===== src/rtl/i2c_slave_rx_sequencer_if.sv =====
// Bus-side bundle of the I2C slave write sequencer: synchronized SCL/SDA in,
// ACK pull-down, byte-store write port and transaction status out.
interface i2c_slave_rx_sequencer_if #(
  parameter int NUM_BYTES = 6
);
  localparam int AW = $clog2(NUM_BYTES);

  logic          SCL;
  logic          SDA;
  logic          SDA_down;
  logic          wr_en;
  logic [AW-1:0] wr_addr;
  logic [7:0]    wr_data;
  logic [AW:0]   byte_count;
  logic          busy;
  logic          overflow;
  logic          done;

  // Sequencer side: samples the bus, drives the ACK and the write port.
  modport slave (
    input  SCL, SDA,
    output SDA_down, wr_en, wr_addr, wr_data, byte_count, busy, overflow, done
  );

  // Bus-master / byte-store side.
  modport master (
    output SCL, SDA,
    input  SDA_down, wr_en, wr_addr, wr_data, byte_count, busy, overflow, done
  );
endinterface


===== src/rtl/i2c_slave_rx_sequencer.sv =====
// I2C slave write-path sequencer: START/STOP detection, address match,
// data-byte capture into a byte store and ACK/NACK generation.
// Reads (R/W bit = 1) and foreign addresses are NACKed and ignored.
module i2c_slave_rx_sequencer #(
  parameter int       NUM_BYTES  = 6,
  parameter bit [6:0] SLAVE_ADDR = 7'h42
) (
  input logic                      FPGA_clk,
  input logic                      rst_n,
  i2c_slave_rx_sequencer_if.slave  bus
);
  localparam int AW = $clog2(NUM_BYTES);
  localparam int CW = AW + 1;

  typedef enum logic [2:0] {
    ST_IDLE   = 3'd0,
    ST_ADDR   = 3'd1,
    ST_A_ACK  = 3'd2,
    ST_DATA   = 3'd3,
    ST_D_ACK  = 3'd4,
    ST_IGNORE = 3'd5
  } state_t;

  state_t        state_q, state_d;
  logic          scl_q, sda_q;
  logic [2:0]    bit_cnt_q, bit_cnt_d;
  logic [7:0]    shift_q, shift_d;
  logic [CW-1:0] idx_q, idx_d;          // one bit wider so it never wraps
  logic [CW-1:0] byte_count_q, byte_count_d;
  logic          overflow_q, overflow_d;
  logic          busy_q, busy_d;
  logic          sda_down_q, sda_down_d;
  logic          wr_en_q, wr_en_d;
  logic [AW-1:0] wr_addr_q, wr_addr_d;
  logic [7:0]    wr_data_q, wr_data_d;
  logic          done_q, done_d;
  logic          match_q, match_d;      // address byte addressed us as a write
  logic          wrote_q, wrote_d;      // last data byte was stored (ACK it)
  logic          ack_phase_q, ack_phase_d; // first fall of ACK slot already seen

  logic rise_s, fall_s, start_s, stop_s;
  logic [7:0] shift_in_s;

  assign rise_s     = bus.SCL & ~scl_q;
  assign fall_s     = ~bus.SCL & scl_q;
  assign start_s    = bus.SCL & scl_q & sda_q & ~bus.SDA;
  assign stop_s     = bus.SCL & scl_q & ~sda_q & bus.SDA;
  assign shift_in_s = {shift_q[6:0], bus.SDA};

  // Next-state and output decode; START/STOP pre-empt every state.
  always_comb begin
    state_d      = state_q;
    bit_cnt_d    = bit_cnt_q;
    shift_d      = shift_q;
    idx_d        = idx_q;
    byte_count_d = byte_count_q;
    overflow_d   = overflow_q;
    busy_d       = busy_q;
    sda_down_d   = sda_down_q;
    wr_en_d      = 1'b0;
    wr_addr_d    = wr_addr_q;
    wr_data_d    = wr_data_q;
    done_d       = 1'b0;
    match_d      = match_q;
    wrote_d      = wrote_q;
    ack_phase_d  = ack_phase_q;

    if (start_s) begin
      state_d      = ST_ADDR;
      bit_cnt_d    = 3'd0;
      idx_d        = {CW{1'b0}};
      byte_count_d = {CW{1'b0}};
      overflow_d   = 1'b0;
      busy_d       = 1'b0;
      sda_down_d   = 1'b0;
      ack_phase_d  = 1'b0;
    end else if (stop_s) begin
      done_d     = busy_q;
      state_d    = ST_IDLE;
      busy_d     = 1'b0;
      sda_down_d = 1'b0;
    end else begin
      case (state_q)
        ST_ADDR: begin
          if (rise_s) begin
            shift_d   = shift_in_s;
            bit_cnt_d = bit_cnt_q + 3'd1;
            if (bit_cnt_q == 3'd7) begin
              match_d     = (shift_in_s[7:1] == SLAVE_ADDR) && (shift_in_s[0] == 1'b0);
              ack_phase_d = 1'b0;
              state_d     = ST_A_ACK;
            end else begin
              state_d = ST_ADDR;
            end
          end else begin
            state_d = ST_ADDR;
          end
        end
        ST_A_ACK: begin
          if (fall_s && !ack_phase_q) begin
            sda_down_d  = match_q;
            busy_d      = match_q;
            ack_phase_d = 1'b1;
          end else if (fall_s) begin
            sda_down_d = 1'b0;
            bit_cnt_d  = 3'd0;
            state_d    = match_q ? ST_DATA : ST_IGNORE;
          end else begin
            state_d = ST_A_ACK;
          end
        end
        ST_DATA: begin
          if (rise_s) begin
            shift_d   = shift_in_s;
            bit_cnt_d = bit_cnt_q + 3'd1;
            if (bit_cnt_q == 3'd7) begin
              ack_phase_d = 1'b0;
              state_d     = ST_D_ACK;
              if (idx_q < CW'(NUM_BYTES)) begin
                wr_en_d   = 1'b1;
                wr_addr_d = idx_q[AW-1:0];
                wr_data_d = shift_in_s;
                idx_d     = idx_q + CW'(1);
                wrote_d   = 1'b1;
                if (byte_count_q < CW'(NUM_BYTES)) begin
                  byte_count_d = byte_count_q + CW'(1);
                end else begin
                  byte_count_d = byte_count_q;
                end
              end else begin
                overflow_d = 1'b1;
                wrote_d    = 1'b0;
              end
            end else begin
              state_d = ST_DATA;
            end
          end else begin
            state_d = ST_DATA;
          end
        end
        ST_D_ACK: begin
          if (fall_s && !ack_phase_q) begin
            sda_down_d  = wrote_q;
            ack_phase_d = 1'b1;
          end else if (fall_s) begin
            sda_down_d = 1'b0;
            bit_cnt_d  = 3'd0;
            state_d    = ST_DATA;
          end else begin
            state_d = ST_D_ACK;
          end
        end
        ST_IDLE:   state_d = ST_IDLE;
        ST_IGNORE: state_d = ST_IGNORE;
        default:   state_d = ST_IDLE;
      endcase
    end
  end

  // State and output registers; the bus history resets to an idle (high) bus.
  always_ff @(posedge FPGA_clk or negedge rst_n) begin
    if (!rst_n) begin
      state_q      <= ST_IDLE;
      scl_q        <= 1'b1;
      sda_q        <= 1'b1;
      bit_cnt_q    <= 3'd0;
      shift_q      <= 8'h00;
      idx_q        <= {CW{1'b0}};
      byte_count_q <= {CW{1'b0}};
      overflow_q   <= 1'b0;
      busy_q       <= 1'b0;
      sda_down_q   <= 1'b0;
      wr_en_q      <= 1'b0;
      wr_addr_q    <= {AW{1'b0}};
      wr_data_q    <= 8'h00;
      done_q       <= 1'b0;
      match_q      <= 1'b0;
      wrote_q      <= 1'b0;
      ack_phase_q  <= 1'b0;
    end else begin
      state_q      <= state_d;
      scl_q        <= bus.SCL;
      sda_q        <= bus.SDA;
      bit_cnt_q    <= bit_cnt_d;
      shift_q      <= shift_d;
      idx_q        <= idx_d;
      byte_count_q <= byte_count_d;
      overflow_q   <= overflow_d;
      busy_q       <= busy_d;
      sda_down_q   <= sda_down_d;
      wr_en_q      <= wr_en_d;
      wr_addr_q    <= wr_addr_d;
      wr_data_q    <= wr_data_d;
      done_q       <= done_d;
      match_q      <= match_d;
      wrote_q      <= wrote_d;
      ack_phase_q  <= ack_phase_d;
    end
  end

  assign bus.SDA_down   = sda_down_q;
  assign bus.wr_en      = wr_en_q;
  assign bus.wr_addr    = wr_addr_q;
  assign bus.wr_data    = wr_data_q;
  assign bus.byte_count = byte_count_q;
  assign bus.busy       = busy_q;
  assign bus.overflow   = overflow_q;
  assign bus.done       = done_q;
endmodule


===== src/flat_wrapper.sv =====
// flat-port wrapper written by rule: the top's interface ports become plain ports
module i2c_slave_rx_sequencer_flat 
#(
  parameter int       NUM_BYTES  = 6,
  parameter bit [6:0] SLAVE_ADDR = 7'h42
)
  (FPGA_clk, rst_n, bus_SCL, bus_SDA, bus_SDA_down, bus_wr_en, bus_wr_addr, bus_wr_data, bus_byte_count, bus_busy, bus_overflow, bus_done);
  i2c_slave_rx_sequencer_if #(.NUM_BYTES(NUM_BYTES)) bus_i ();
  input logic FPGA_clk;
  input logic rst_n;
  input wire logic [$bits(bus_i.SCL)-1:0] bus_SCL;
  input wire logic [$bits(bus_i.SDA)-1:0] bus_SDA;
  output wire logic [$bits(bus_i.SDA_down)-1:0] bus_SDA_down;
  output wire logic [$bits(bus_i.wr_en)-1:0] bus_wr_en;
  output wire logic [$bits(bus_i.wr_addr)-1:0] bus_wr_addr;
  output wire logic [$bits(bus_i.wr_data)-1:0] bus_wr_data;
  output wire logic [$bits(bus_i.byte_count)-1:0] bus_byte_count;
  output wire logic [$bits(bus_i.busy)-1:0] bus_busy;
  output wire logic [$bits(bus_i.overflow)-1:0] bus_overflow;
  output wire logic [$bits(bus_i.done)-1:0] bus_done;
  assign bus_i.SCL = bus_SCL;
  assign bus_i.SDA = bus_SDA;
  assign bus_SDA_down = bus_i.SDA_down;
  assign bus_wr_en = bus_i.wr_en;
  assign bus_wr_addr = bus_i.wr_addr;
  assign bus_wr_data = bus_i.wr_data;
  assign bus_byte_count = bus_i.byte_count;
  assign bus_busy = bus_i.busy;
  assign bus_overflow = bus_i.overflow;
  assign bus_done = bus_i.done;
  i2c_slave_rx_sequencer #(.NUM_BYTES(NUM_BYTES), .SLAVE_ADDR(SLAVE_ADDR)) u_core (.FPGA_clk(FPGA_clk), .rst_n(rst_n), .bus(bus_i));
endmodule

===== config.mk =====
export PLATFORM = sky130hd
export DESIGN_NAME = i2c_slave_rx_sequencer_flat
export DESIGN_NICKNAME = d
export VERILOG_FILES = /design/src/rtl/i2c_slave_rx_sequencer_if.sv /design/src/rtl/i2c_slave_rx_sequencer.sv /design/src/flat_wrapper.sv
export SDC_FILE = /design/constraint.sdc
export NUM_CORES = 1
export LEC_CHECK = 0
export BUFFER_PORTS_ARGS = -buffer_cell sky130_fd_sc_hd__buf_4
export CAP_MARGIN = 5
export CORE_MARGIN = 1
export CORE_UTILIZATION = 54
export CTS_BUF_LIST = sky130_fd_sc_hd__clkbuf_2
export DETAILED_ROUTE_END_ITERATION = 10
export HOLD_SLACK_MARGIN = 0.02
export PLACE_DENSITY = 0.78
export SKIP_CTS_REPAIR_TIMING = 1
export SYNTH_ARGS = -nofsm -noshare
export SYNTH_HDL_FRONTEND = slang
export SYNTH_SLANG_ARGS = --single-unit

===== constraint.sdc =====
create_clock -name FPGA_clk -period 1.7 [get_ports FPGA_clk]
set_clock_uncertainty 0.05 [all_clocks]
set_input_delay 0.17 -clock FPGA_clk [delete_from_list [all_inputs] [get_ports FPGA_clk]]
set_output_delay 0.17 -clock FPGA_clk [all_outputs]
set_load 0.01 [all_outputs]

==> impl_metrics.csv <==
group,metric,value,unit
status,outcome,"finished with violations",
status,violations,"setup timing",
power_and_ir_drop,power_leakage,1.23,nW
clock_network,clock_path_buffers,2,
global_route,grt_antenna_before_repair,0,
timing,rsz0062_at_grt,"yes",
place,portBuffers,23,
critical_path,path_class,"reg -> reg",
critical_path,cp_data_arrival_time,2.07,ns
timing,slew_viol_final,0,
critical_path,cp_slowest_cell,"dfstp_2",
drt,drt_iter0_markers,126,
power_and_ir_drop,ir_worst_vdd,0.572,mV
critical_path,slowest_delay,0.63,ns
critical_path,startpoint,"u_core.scl_q$_DFF_PN1_",
critical_path,path_buf_inv,0,
place,place_congestion,0.920,
layout,fillCellCount,284,
synthesis,ys_seq_area_share,53.2,%
critical_path,reg2reg_slack,-0.09,ns
clock_network,path_clk_slew,0.22,ns
synthesis,ys_ff_latch,42,
critical_path,worstReg2RegStart,"u_core.scl_q$_DFF_PN1_",
place,dp_cells,267,
critical_path,path_cells,"or3b_4 -> or3_4 -> mux2i_1 -> a31oi_1",
clock_network,cts_tree,"done",
synthesis,syn_nets,204,
critical_path,r2r_end,"u_core.bus.busy$_DFFE_PN0P_",
layout,final_cells,279,
layout,drive_gt1_share,29.2,%
critical_path,r2r_cells,4,
global_route,grt_max_degree,43,
synthesis,synthFlopType,"dfrtp_1",
timing,slew_headroom,65.9,%
place,dpl.hpwl,2880,um
run,maxCapViolCount,0,
drt,wirelength,4200,um
die,dieArea,0.00391,mm^2
critical_path,cp_max_fo,7,
timing,fmax,559,MHz
timing,worst_pin_slew,0.512,ns
layout,syn2layout_area_growth,20.5,%
worst_hold_path,hold_class,"in -> async",
drt,drc,0,
drt,vias,1532,
global_route,grt.overflow.total,0,
timing,fin_crit,1.79,ns
layout,seqCellArea,0.00105,mm^2
die,dieWidth,62.6,um
critical_path,end_kind,"flip-flop",
die,core,0.00342,mm^2
die,die-height,62.6,um
timing,finalSetupViolCount,2,
layout,multi_input_area,905,um^2
global_route,grt_usage,22.6,%
drt,first_pass_iters,4,
synthesis,synthCells,196,
drt,via_per_inst,5.49,
die,ios,24,
synthesis,synth_warnings,0,
clock_network,cts_buffers,5,
critical_path,startpoint_type,"flip-flop",
timing,fin_crit_sh,105,%
global_route,grt_pass1_wl,6870,um
critical_path,critPathTopFamily,"simple AND/OR/NAND/NOR gates",
power_and_ir_drop,power,0.00160,W
synthesis,syn_area,0.00198,mm^2
power_and_ir_drop,p_per_area,672,mW/mm^2
synthesis,synth-edff-count,0,
drt,wl_per_cell,15.0,um
timing,hold_viol_final,0,
clock_network,clock-sinks,42,
timing,finalWorstSetupSlack,-0.0873,ns
layout,diodes,0,
clock_network,root_buffer,"clkbuf_2",
die,start_util,58.0,%
layout,nNetsFinal,240,
clock_network,clkLatencyLatePin,0.41,ns
synthesis,synth.distinct_cells,43,
die,rows,21,
synthesis,async_flop_share,100,%
clock_network,htreeDepth,2,
drt,ant_nets,0,
global_route,grt_pass1_vias,1485,
synthesis,synth_area_per_cell,10.1,um^2
critical_path,crit_required,1.99,ns
## kinds of logic after synthesis
kind of cell             share of synthesized area, %
multiplexers                                     5.50
adder cells (fa/ha/maj)                          2.53
flip-flops                                       53.2
XOR/XNOR                                         1.33
AO/OA/AOI/OAI                                    9.48
AND/OR/NAND/NOR                                  24.4
buffers and inverters                            3.60
## cell type report
cell class | count | area share (%)
Timing Repair Buffer | 39 | 13.1
Inverter | 4 | 0.629
Clock inverter | 2 | 0.577
Tap cell | 46 | 2.41
Sequential cell | 42 | 44.1
Multi-Input combinational cell | 140 | 37.9
Clock buffer | 6 | 1.26
## flip-flops by register name, indices dropped and copies added, names as in the netlist, 3 cells and up
name,flops
u_core.bit_cnt_q,3
u_core.shift_q,7
u_core.idx_q,4
u_core.bus.wr_data,8
u_core.bus.wr_addr,3
u_core.bus.byte_count,4
u_core.state_q,3
## cell usage after synthesis, types with 2 or more instances
cell / instances / area (um^2)
nor3_1: 2 / 10.0
dfrtp_1: 40 / 1000
inv_1: 3 / 11.3
o211ai_1: 5 / 37.5
ha_1: 4 / 50.1
nand2b_1: 4 / 25.0
o21ai_0: 9 / 45.0
nand3_1: 8 / 40.0
nor2_1: 7 / 26.3
a31oi_1: 2 / 12.5
nor4b_1: 2 / 17.5
nand3b_1: 2 / 15.0
a21oi_1: 6 / 30.0
a211oi_2: 2 / 25.0
mux2_2: 7 / 78.8
xor2_1: 2 / 17.5
and2_1: 2 / 12.5
and3b_1: 2 / 17.5
nor2b_1: 4 / 25.0
buf_2: 3 / 15.0
mux2i_1: 3 / 30.0
buf_4: 2 / 15.0
nand2_1: 52 / 195
clkbuf_1: 3 / 11.3
dfstp_2: 2 / 52.6
## stage by stage
stage	hold slack [ns]	setup WS, ns	TNS (ns)	instance area [um^2]	util (%)
3_3_place_gp	0.128	-0.00999	-0.00999	2240	65.7
5_1_grt	0.213	-0.125	-0.776	2390	69.9
3_5_place_dp	0.135	-0.0395	-0.119	2240	65.7
6_report	0.196	-0.0873	-0.126	2390	69.9
2_1_floorplan	-0.176	-0.0286	-0.0286	1980	-
4_1_cts	-0.336	-0.0978	-0.625	2290	67.0
## power by group
part / internal, W / switching, W / total [W]
clock: 0.000108 / 0.000329 / 0.000437
combinational: 0.0000526 / 0.0000604 / 0.000113
sequential: 0.00103 / 0.0000256 / 0.00105
## metal layers
layer | wire length, um | global-route usage, % | vias to the layer above | share of wire (%)
li1 | - | - | 742 | -
met1 | 1850 | 29.5 | 752 | 44
met2 | 2100 | 35.3 | 27 | 50
met3 | 140 | 6.93 | 11 | 3.3
met4 | 107 | 8.72 | 0 | 2.5
met5 | 0 | 0 | - | 0
## worst max path at each step
| stage | to | cells after the start | slack, ns |
|---|---|---|---|
| floorplan | u_core.bus.busy$_DFFE_PN0P_ | 5 | -0.03 |
| global placement | u_core.bus.busy$_DFFE_PN0P_ | 4 | -0.01 |
| detailed placement | u_core.bus.SDA_down$_DFFE_PN0P_ | 5 | -0.04 |
| CTS | u_core.bus.SDA_down$_DFFE_PN0P_ | 5 | -0.1 |
| global route | u_core.bus.busy$_DFFE_PN0P_ | 4 | -0.12 |
| finish | u_core.bus.busy$_DFFE_PN0P_ | 4 | -0.09 |
## placed cells by master, fill, tap and decap left out, types with 2 or more instances in the layout
cell	instances
a211oi_4	2
a21oi_1	5
a31oi_1	2
and2_1	2
buf_4	35
clkbuf_2	6
dfrtp_1	40
dfstp_2	2
dlygate4sd3_1	3
ha_1	2
inv_1	3
mux2_2	7
mux2i_1	3
nand2_1	52
nand2b_1	4
nand3_1	7
nand3b_1	2
nor2_1	7
nor2b_1	4
nor4b_1	2
o211ai_1	5
o21ai_0	9
xor2_1	2
No activity file was read; power rests on OpenSTA's default activity.
